==> src/rtl/alu_multiciclo_pkg.sv <==
// Shared types and constants for the multi-cycle ALU: opcodes, FSM states
// and the bit positions of the {N,Z,C,V} flag vector.
package alu_pkg;

  typedef enum logic [2:0] {
    OP_NOP = 3'b000,
    OP_ADD = 3'b001,
    OP_SUB = 3'b010,
    OP_AND = 3'b011,
    OP_OR  = 3'b100,
    OP_XOR = 3'b101,
    OP_SHL = 3'b110,
    OP_MUL = 3'b111
  } op_t;

  typedef enum logic [1:0] {
    IDLE = 2'd0,
    CALC = 2'd1,
    MULT = 2'd2,
    DONE = 2'd3
  } estado_t;

  localparam int FLAG_N = 3;
  localparam int FLAG_Z = 2;
  localparam int FLAG_C = 1;
  localparam int FLAG_V = 0;

endpackage

==> src/rtl/alu_multiciclo_if.sv <==
// Operand/result bus of the multi-cycle ALU; the requester is the master,
// the ALU is the slave.
interface alu_multiciclo_if #(parameter int N_BITS = 8);

  logic [N_BITS-1:0] entrada_a;
  logic [N_BITS-1:0] entrada_b;
  logic [2:0]        operacion;
  logic              inicio;
  logic              ocupado;
  logic              listo;
  logic [N_BITS-1:0] resultado;
  logic [3:0]        flags;

  modport master (
    output entrada_a, entrada_b, operacion, inicio,
    input  ocupado, listo, resultado, flags
  );

  modport slave (
    input  entrada_a, entrada_b, operacion, inicio,
    output ocupado, listo, resultado, flags
  );

endinterface

==> src/rtl/alu_multiciclo_multiplicador_iterativo.sv <==
// Unsigned shift-add multiplier, one partial product per clock, paced by a
// down-counter; producto already includes the current iteration's addend.
module multiplicador_iterativo #(
  parameter int N_BITS = 8
) (
  input  logic                  clk,
  input  logic                  reset,
  input  logic                  start,
  input  logic [N_BITS-1:0]     a,
  input  logic [N_BITS-1:0]     b,
  output logic [2*N_BITS-1:0]   producto,
  output logic                  done
);

  localparam int CNT_W = $clog2(N_BITS + 1);

  logic [2*N_BITS-1:0] acc;
  logic [2*N_BITS-1:0] mcand;
  logic [N_BITS-1:0]   mplier;
  logic [CNT_W-1:0]    cnt;
  logic [2*N_BITS-1:0] acc_next;

  assign acc_next = acc + (mplier[0] ? mcand : '0);
  assign producto = acc_next;
  // Terminal count: the edge that consumes the last multiplier bit.
  assign done     = (cnt == CNT_W'(1));

  always_ff @(posedge clk) begin
    if (reset) begin
      acc    <= '0;
      mcand  <= '0;
      mplier <= '0;
      cnt    <= '0;
    end else if (start) begin
      acc    <= '0;
      mcand  <= {{N_BITS{1'b0}}, a};
      mplier <= b;
      cnt    <= CNT_W'(N_BITS);
    end else if (cnt != '0) begin
      acc    <= acc_next;
      mcand  <= mcand << 1;
      mplier <= mplier >> 1;
      cnt    <= cnt - CNT_W'(1);
    end
  end

endmodule

==> src/rtl/alu_multiciclo.sv <==
// Multi-cycle ALU: single-cycle logic/arithmetic ops via CALC, iterative
// multiply via MULT, one-cycle listo pulse from DONE.
//
// state | meaning
// IDLE  | waiting for inicio; operands latched on acceptance
// CALC  | single-cycle op evaluated, result/flags written on exit
// MULT  | shift-add iterations; result/flags written on the last one
// DONE  | listo high for this cycle, then back to IDLE
module alu_multiciclo
  import alu_pkg::*;
#(
  parameter int N_BITS = 8
) (
  input  logic               clk,
  input  logic               reset,
  alu_multiciclo_if.slave    bus
);

  localparam int MSB  = N_BITS - 1;
  localparam int SH_W = $clog2(N_BITS);

  estado_t             estado;
  op_t                 op_r;
  logic [N_BITS-1:0]   op_a;
  logic [N_BITS-1:0]   op_b;

  logic                mul_start;
  logic                mul_done;
  logic [2*N_BITS-1:0] mul_producto;

  logic [N_BITS:0]     suma;
  logic [N_BITS-1:0]   alu_res;
  logic                alu_c;
  logic                alu_v;
  logic [3:0]          alu_flags;

  assign mul_start = (estado == IDLE) && bus.inicio && (op_t'(bus.operacion) == OP_MUL);

  multiplicador_iterativo #(.N_BITS(N_BITS)) u_mult (
    .clk      (clk),
    .reset    (reset),
    .start    (mul_start),
    .a        (bus.entrada_a),
    .b        (bus.entrada_b),
    .producto (mul_producto),
    .done     (mul_done)
  );

  always_comb begin
    suma    = '0;
    alu_res = '0;
    alu_c   = 1'b0;
    alu_v   = 1'b0;
    case (op_r)
      OP_ADD: begin
        suma    = {1'b0, op_a} + {1'b0, op_b};
        alu_res = suma[N_BITS-1:0];
        alu_c   = suma[N_BITS];
        alu_v   = (op_a[MSB] == op_b[MSB]) && (alu_res[MSB] != op_a[MSB]);
      end
      OP_SUB: begin
        suma    = {1'b0, op_a} + {1'b0, ~op_b} + (N_BITS + 1)'(1);
        alu_res = suma[N_BITS-1:0];
        alu_c   = suma[N_BITS];
        alu_v   = (op_a[MSB] != op_b[MSB]) && (alu_res[MSB] != op_a[MSB]);
      end
      OP_AND:  alu_res = op_a & op_b;
      OP_OR:   alu_res = op_a | op_b;
      OP_XOR:  alu_res = op_a ^ op_b;
      OP_SHL:  alu_res = op_a << op_b[SH_W-1:0];
      OP_MUL: begin
        alu_res = mul_producto[N_BITS-1:0];
        alu_v   = |mul_producto[2*N_BITS-1:N_BITS];
      end
      default: alu_res = '0;
    endcase
    alu_flags         = '0;
    alu_flags[FLAG_N] = alu_res[MSB];
    alu_flags[FLAG_Z] = (alu_res == '0);
    alu_flags[FLAG_C] = alu_c;
    alu_flags[FLAG_V] = alu_v;
  end

  always_ff @(posedge clk) begin
    if (reset) begin
      estado        <= IDLE;
      op_r          <= OP_NOP;
      op_a          <= '0;
      op_b          <= '0;
      bus.resultado <= '0;
      bus.flags     <= '0;
      bus.ocupado   <= 1'b0;
      bus.listo     <= 1'b0;
    end else begin
      bus.listo <= 1'b0;
      case (estado)
        IDLE: begin
          if (bus.inicio) begin
            op_r        <= op_t'(bus.operacion);
            op_a        <= bus.entrada_a;
            op_b        <= bus.entrada_b;
            bus.ocupado <= 1'b1;
            estado      <= (op_t'(bus.operacion) == OP_MUL) ? MULT : CALC;
          end
        end
        CALC: begin
          bus.resultado <= alu_res;
          bus.flags     <= alu_flags;
          bus.listo     <= 1'b1;
          estado        <= DONE;
        end
        MULT: begin
          if (mul_done) begin
            bus.resultado <= alu_res;
            bus.flags     <= alu_flags;
            bus.listo     <= 1'b1;
            estado        <= DONE;
          end
        end
        DONE: begin
          bus.ocupado <= 1'b0;
          estado      <= IDLE;
        end
        default: estado <= IDLE;
      endcase
    end
  end

endmodule

==> src/flat_wrapper.sv <==
// flat-port wrapper written by rule: the top's interface ports become plain ports
module alu_multiciclo_flat import alu_pkg::*;
#(
  parameter int N_BITS = 8
)
  (clk, reset, bus_entrada_a, bus_entrada_b, bus_operacion, bus_inicio, bus_ocupado, bus_listo, bus_resultado, bus_flags);
  alu_multiciclo_if #(.N_BITS(N_BITS)) bus_i ();
  input  logic clk;
  input  logic reset;
  input wire logic [$bits(bus_i.entrada_a)-1:0] bus_entrada_a;
  input wire logic [$bits(bus_i.entrada_b)-1:0] bus_entrada_b;
  input wire logic [$bits(bus_i.operacion)-1:0] bus_operacion;
  input wire logic [$bits(bus_i.inicio)-1:0] bus_inicio;
  output wire logic [$bits(bus_i.ocupado)-1:0] bus_ocupado;
  output wire logic [$bits(bus_i.listo)-1:0] bus_listo;
  output wire logic [$bits(bus_i.resultado)-1:0] bus_resultado;
  output wire logic [$bits(bus_i.flags)-1:0] bus_flags;
  assign bus_i.entrada_a = bus_entrada_a;
  assign bus_i.entrada_b = bus_entrada_b;
  assign bus_i.operacion = bus_operacion;
  assign bus_i.inicio = bus_inicio;
  assign bus_ocupado = bus_i.ocupado;
  assign bus_listo = bus_i.listo;
  assign bus_resultado = bus_i.resultado;
  assign bus_flags = bus_i.flags;
  alu_multiciclo #(.N_BITS(N_BITS)) u_core (.clk(clk), .reset(reset), .bus(bus_i));
endmodule
==> config.mk <==
export PLATFORM = sky130hd
export DESIGN_NAME = alu_multiciclo_flat
export DESIGN_NICKNAME = d
export VERILOG_FILES = /design/src/rtl/alu_multiciclo_pkg.sv /design/src/rtl/alu_multiciclo_if.sv /design/src/rtl/alu_multiciclo_multiplicador_iterativo.sv /design/src/rtl/alu_multiciclo.sv /design/src/flat_wrapper.sv
export SDC_FILE = /design/constraint.sdc
export NUM_CORES = 1
export LEC_CHECK = 0
export ABC_CLOCK_PERIOD_IN_PS = 2300
export CORE_AREA = 2 2 74 147
export DETAILED_ROUTE_END_ITERATION = 10
export DIE_AREA = 0 0 76 149
export HOLD_SLACK_MARGIN = 0.06
export PLACE_DENSITY_LB_ADDON = 0.2
export SETUP_SLACK_MARGIN = 0.2
export SYNTH_ARGS = -nofsm -noshare
export SYNTH_HDL_FRONTEND = slang
export SYNTH_SLANG_ARGS = --single-unit
export TNS_END_PERCENT = 30
==> constraint.sdc <==
create_clock -name clk -period 2.3 [get_ports clk]
set_input_delay 0.46 -clock clk [delete_from_list [all_inputs] [get_ports clk]]
set_output_delay 0.46 -clock clk [all_outputs]
set_load 0.02 [all_outputs]
# Word level (Yosys, flattened, before mapping)
# Cells that the tools add are included.
[totals]
wordCells = 80
register_bits = 79
out_inout_bits = 14
[classes]
addsub = 5
shift = 1
reduce_logical = 16
eq_ne = 18
n_mux = 22
n_bitwise = 4
[ops]
columns = ["cell", "count"]
rows = [
  ["one-hot mux 8 bit (7 select lines)", 1],
  ["two-way mux 8 bit", 5],
  ["adder 8 x 8 -> 9 bit", 2],
  ["adder 16 bit", 1],
  ["two-way mux 16 bit", 1],
  ["one-hot mux 8 bit (2 select lines)", 1],
  ["equality test 3 bit (second input constant)", 5],
  ["two-way mux 4 bit", 3],
  ["adder 9 x 1 -> 9 bit (second input constant)", 1],
  ["AND 8 bit", 1],
  ["zero test 8 bit", 1],
  ["NOT 8 bit", 1],
  ["OR 8 bit", 1],
  ["one-hot mux 2 bit (4 select lines)", 1],
  ["one-hot mux 4 bit (2 select lines)", 1],
  ["AND reduction 2 bit", 4],
  ["OR reduction 8 bit", 1],
  ["left shift 8 x 3 -> 8 bit", 1],
  ["bitwise XOR 8 bit", 1],
  ["equality test 3 x 2 -> 1 bit (second input constant)", 2],
  ["two-way mux 2 bit", 3],
  ["one-hot mux 1 bit (2 select lines)", 3],
  ["nonzero test 2 bit", 3],
  ["equality test 2 bit (second input constant)", 2],
  ["other kinds (14)", 20],
]

# Longest topological paths before layout
# Gate-level depths: netlist of the first run.
[logic_depth]
ltp_word = 8
depth_mapped = 11

# Cells and area by module
# Synthesis of the first run repeated with hierarchy kept, for this count alone.
[hier_totals]
hier_cells = 720
hier_area_um2 = 5522.8
[by_module_without_submodules]
columns = ["mod", "instances", "seq_area_each_um2", "cells_per_inst", "area_per_inst_um2"]
rows = [
  ["alu_multiciclo", 1, 680.7, 364, 2842.7],
  ["multiplicador_iterativo", 1, 880.8, 356, 2680.1],
]

# Worst setup path before layout of the first run
# OpenSTA, ideal clock, no wires.
[synth_timing]
path_type = "register to register"
startpoint = "reg u_core.u_mult.mplier[0]"
endpoint = "reg u_core.u_mult.acc[13]"
setup_slack_ns = -0.226
t_arrival_ns = 2.440
setup_time_ns = 0.086
path_stages_with_launch = 11
cell_sequence = "dfxtp_1 -> clkbuf_1 -> and2_1 -> ha_1 -> a21o_2 -> a221oi_4 -> o21bai_1 -> a2111oi_2 -> nor2_1 -> xnor2_1 -> a211oi_1"
[synth_via]
elab_chain_len = 2
[synth_lines]
columns = ["element", "line_no", "rtl"]
rows = [
  ["start, declared", "alu_multiciclo_multiplicador_iterativo.sv:19", "logic [N_BITS-1:0] mplier;"],
  ["start signal, assigned", "alu_multiciclo_multiplicador_iterativo.sv:42", "mplier <= mplier >> 1;"],
  ["two-way mux 16 bit", "alu_multiciclo_multiplicador_iterativo.sv:23", "assign acc_next = acc + (mplier[0] ? mcand : '0);"],
  ["adder 16 bit", "alu_multiciclo_multiplicador_iterativo.sv:23", ""],
  ["end signal, assigned", "alu_multiciclo_multiplicador_iterativo.sv:40", "acc <= acc_next;"],
  ["end, declared", "alu_multiciclo_multiplicador_iterativo.sv:17", "logic [2*N_BITS-1:0] acc;"],
]
# No other way between the ends.
# A chain may end at the register's enable or synchronous reset.

# Final worst setup path of the first run
[layout_timing]
startpoint = "reg u_core.u_mult.mplier[0]"
endpoint = "reg u_core.bus.flags[2]"
[layout_via]
elab_chain_len = 6
[layout_lines]
columns = ["element", "line_no", "rtl"]
rows = [
  ["two-way mux 16 bit (*)", "alu_multiciclo_multiplicador_iterativo.sv:23", ""],
  ["adder 16 bit (*)", "alu_multiciclo_multiplicador_iterativo.sv:23", ""],
  ["one-hot mux 8 bit (7 select lines) (*)", "alu_multiciclo.sv:54", "case (op_r)"],
  ["zero test 8 bit (*)", "alu_multiciclo.sv:79", "alu_flags[FLAG_Z] = (alu_res == '0);"],
  ["two-way mux 4 bit", "alu_multiciclo.sv:113", "if (mul_done) begin"],
  ["one-hot mux 4 bit (2 select lines) (*)", "alu_multiciclo.sv:96", "case (estado)"],
  ["end signal, assigned", "alu_multiciclo.sv:108", "bus.flags <= alu_flags;"],
  ["end signal, assigned", "alu_multiciclo.sv:115", "bus.flags <= alu_flags;"],
  ["end, declared", "alu_multiciclo_if.sv:21", "output ocupado, listo, resultado, flags"],
]
# Every way passes the cells marked *; elsewhere a longest branch is shown, timed or not. The select of a mux whose other input is x is not followed.

==> results of run 1 <==
-- cell families after synthesis --
logic type	Yosys count	synth area share, %
AOI/OAI and AO/OA	182	23.1
xor gates and xnor gates	19	3.07
adders and majority gates	50	12.0
buffers and inverters	79	5.71
DFF	78	28.8
muxes	15	3.95
and+or+nand+nor	273	23.3
-- synthesized netlist by cell type (all sizes together), types with 3 or more instances --
cell type	count	area share, %
o21bai	5	0.69
nand2b	6	0.69
a221o	3	0.55
o21ai	22	2.0
buf	7	0.72
a21o	9	1.3
o221ai	4	0.65
nand4	4	0.46
or2	4	0.46
xnor2	13	2.1
a31oi	5	0.58
nor2b	9	1.0
o21a	4	0.55
nor2	61	4.2
dfxtp	78	29
a21oi	62	5.7
mux2i	9	1.7
a2111oi	4	0.79
inv	36	2.5
a22oi	6	0.83
nand2	116	8.0
mux4	5	2.1
xor2	6	0.97
and3	9	1.1
nor3	17	1.7
fa	3	1.1
and2	18	2.1
nor3b	5	0.69
or3	5	0.69
a221oi	8	1.6
o22ai	7	0.81
ha	47	11
o211ai	3	0.42
nor4	3	0.35
nand3	10	0.92
a211oi	7	0.97
clkbuf	35	2.4
a311oi	18	2.9
-- per-stage QoR --
stage                     cell area [um^2]  hold slack [ns]
after floorplan                       5560            0.432
after global placement                6750            0.442
after detailed placement              6750            0.449
after CTS                             7210            0.457
after global routing                  7350            0.482
final                                 7350            0.452
-- registers in the layout (all words and copies together) (netlist names) --
signal / cells
u_core.estado: 2
u_core.bus.listo: 1
u_core.op_a: 8
u_core.op_r: 3
u_core.bus.ocupado: 1
u_core.bus.flags: 3
u_core.bus.resultado: 8
u_core.u_mult.acc: 16
u_core.u_mult.cnt: 4
u_core.u_mult.mplier: 8
u_core.u_mult.mcand: 16
u_core.op_b: 8
-- final timing paths --
path,start,endpoint,depth (start not counted)
setup / recovery,u_core.u_mult.mplier[0],u_core.bus.flags[2],11
hold / removal,u_core.u_mult.mcand[15],u_core.u_mult.mcand[15],2
setup reg to reg,u_core.u_mult.mplier[0],u_core.bus.flags[2],11
hold reg to reg,u_core.u_mult.mcand[15],u_core.u_mult.mcand[15],2
-- per-layer routing --
layer	vias to the layer above	wire length, um	part of all wire, %
met4	0	616	3.9
met2	197	8020	51
met1	2562	6420	40
li1	2710	-	-
met3	46	802	5.1
met5	-	0	0
-- power by group through the flow --
stage / logic (mW) / clock network [mW] / registers [mW]
5_1_grt: 2.83 / 1.50 / 1.71
2_1_floorplan: 1.45 / 0 / 1.77
4_1_cts: 2.49 / 1.44 / 1.69
3_3_place_gp: 2.43 / 0 / 1.70
3_5_place_dp: 2.47 / 0 / 1.71
6_report: 2.59 / 1.42 / 1.69
-- timing repair --
action / 4_1_cts / 5_1_grt
hold endpoints to repair: 0 / 0
endpoints found under the setup margin: 20 / 23
buffers inserted: 4 / 1
pin swaps: 23 / 20
resized for setup: 24 / 31
-- final cells by class --
type / count / share of cell area [%]
Multi-Input combinational cell: 539 / 53.2
Sequential cell: 78 / 21.5
Timing Repair Buffer: 149 / 17.1
Clock buffer: 11 / 3.16
Tap cell: 137 / 2.33
Inverter: 37 / 1.89
Clock inverter: 5 / 0.800
-- worst min-delay path, cell delays in order (launching register included) --
cell,delay [ns]
dfxtp_1,0.31
nand2_1,0.05
a21oi_1,0.05
==> out/qor.txt, run 1 <==
Detail Placement HPWL = 12000 um
Post-synth EDFFs = 0
DR iter-0 viols = 473
CTS Hold Bufs = 0
Setup crit end kind = flip-flop
Synth Register Bits = 78
Crit Path Max Fanout = 3
GRT met3 Usage = 3.45%
Slowest-stage cell, CP = fa_2
CP arrival = 2.73 ns
Setup violations, final = 12
Worst Skew = 0.0144 ns
Max Fclk = 402 MHz
Area of the multi-input gates = 0.00391 mm^2
Worst-Margin Slew = 0.559 ns
Final Instance Count excl. Fillers = 956
Root buf cell = clkbuf_16
CP peak stage delay = 0.36 ns
DRT Pass-1 Iters = 6
Die area = 0.0113 mm^2
Fin crit period = 2.48 ns
Routed wire length = 15900 um
Clk pin slew, worst setup/hold paths = 0.06 ns
Failing checks = negative setup slack
Seq/Total Area, Yosys = 28.8%
Worst Path Required = 2.54 ns
Pwr Density = 775 mW/mm^2
Int Pwr = 3.48 mW
Synth warnings = 0
Pre-CTS setup slack = -0.225 ns
RSZ-0062 raised after global routing = true
Share of power burned in registers = 29.6%
R2R setup slack = -0.18 ns
Max cap viols = 0
Met1 Use GR = 32.2%
CP startpoint kind = flip-flop
Crit path kind = reg2reg
Commonest cells after routing, fill and taps aside = 116 x nand2_1, 108 x buf_4, 69 x dfxtp_1
Synthesized area = 0.00541 mm^2
Vias post-DR = 5515
CTS tree = done
Syn_area_per_cell = 7.78 um^2
Most common cell after layout, fill and taps aside = nand2_1
Area Growth Syn to Fin = 35.8%
WL per Instance = 16.6 um
Initial antenna violation count = 0
# fillers = 812
Combinational Power Share = 45.4%
Std-Cell Rows = 53
Routability congestion estimate = 0.924
CTS Sinks = 78
FFs w/ async S/R, synth = 0%
Yosys cell types = 69
Crit path max-delay family = compound AO/OA/AOI/OAI gates
Number of CTS-inserted buffers = 9
Drt via density = 5.77
Gr usage total = 27.5%
Total power draw = 5.70 mW
Grt peak-use layer = met2
Clk buf depth = 2
GRT met2 Usage = 50.4%
Die Y = 149 um
Clk Latency, worst-skew pair = 0.34 ns
Critical path buffer and inverter count = 1
Initial Util = 52.7%
Worst Hold Class = reg2reg
Max transition margin = 62.7%
Crit-path cells = and2_4 > ha_4 > fa_2 > a21o_1 > a221oi_4 > buf_6 > xnor2_4 > a2bb2oi_2 > and4_4 > nand4_1 > o32ai_2
Ant. Diodes = 0
H-tree depth = 3
Largest net degree at the start of global routing = 43
Mapped Cells = 696
Syn_nets = 768
Core ar. = 0.0103 mm^2
Nets@finish = 886
Psw = 2.22 mW
Top Ports = 36
Setup ws final = -0.185 ns
Gr ovfl total = 0
Max Slew Vio Count = 0
Leakage = 2.98 nW
Final core utilization = 71.6%
Reg area = 0.00158 mm^2
# DRC = 0
Cells after DPL = 935
Net Sw Frac = 38.9%
Tcrit/Tclk final = 108%
Proportion of layout cells with a drive suffix above 1 = 26.3%
Antenna viol nets, final = 0
Post-route setup TNS = -1.09 ns
Peak supply drop = 841 uV
First-pass GRT wire length = 25000 um
Clk pwr share = 25.0%
Status = finished with violations
Synth Flop Type = dfxtp_1
Port-buffer cells = 35
Vias in the first global route = 5231
Final hold vios = 0
Chip width = 76 um
No activity file was read; power rests on OpenSTA's default activity.
==> inputs of run 2 (changes only) <==
- GPL_ROUTABILITY_DRIVEN: not set -> 1
==> results of run 2 <==
Final layout, timing and power as in run 1 (identical DEF).
==> inputs of run 3 (changes only) <==
- CTS_CLUSTER_DIAMETER: not set -> 150
==> results of run 3 <==
Final layout, timing and power as in run 1 (identical DEF).
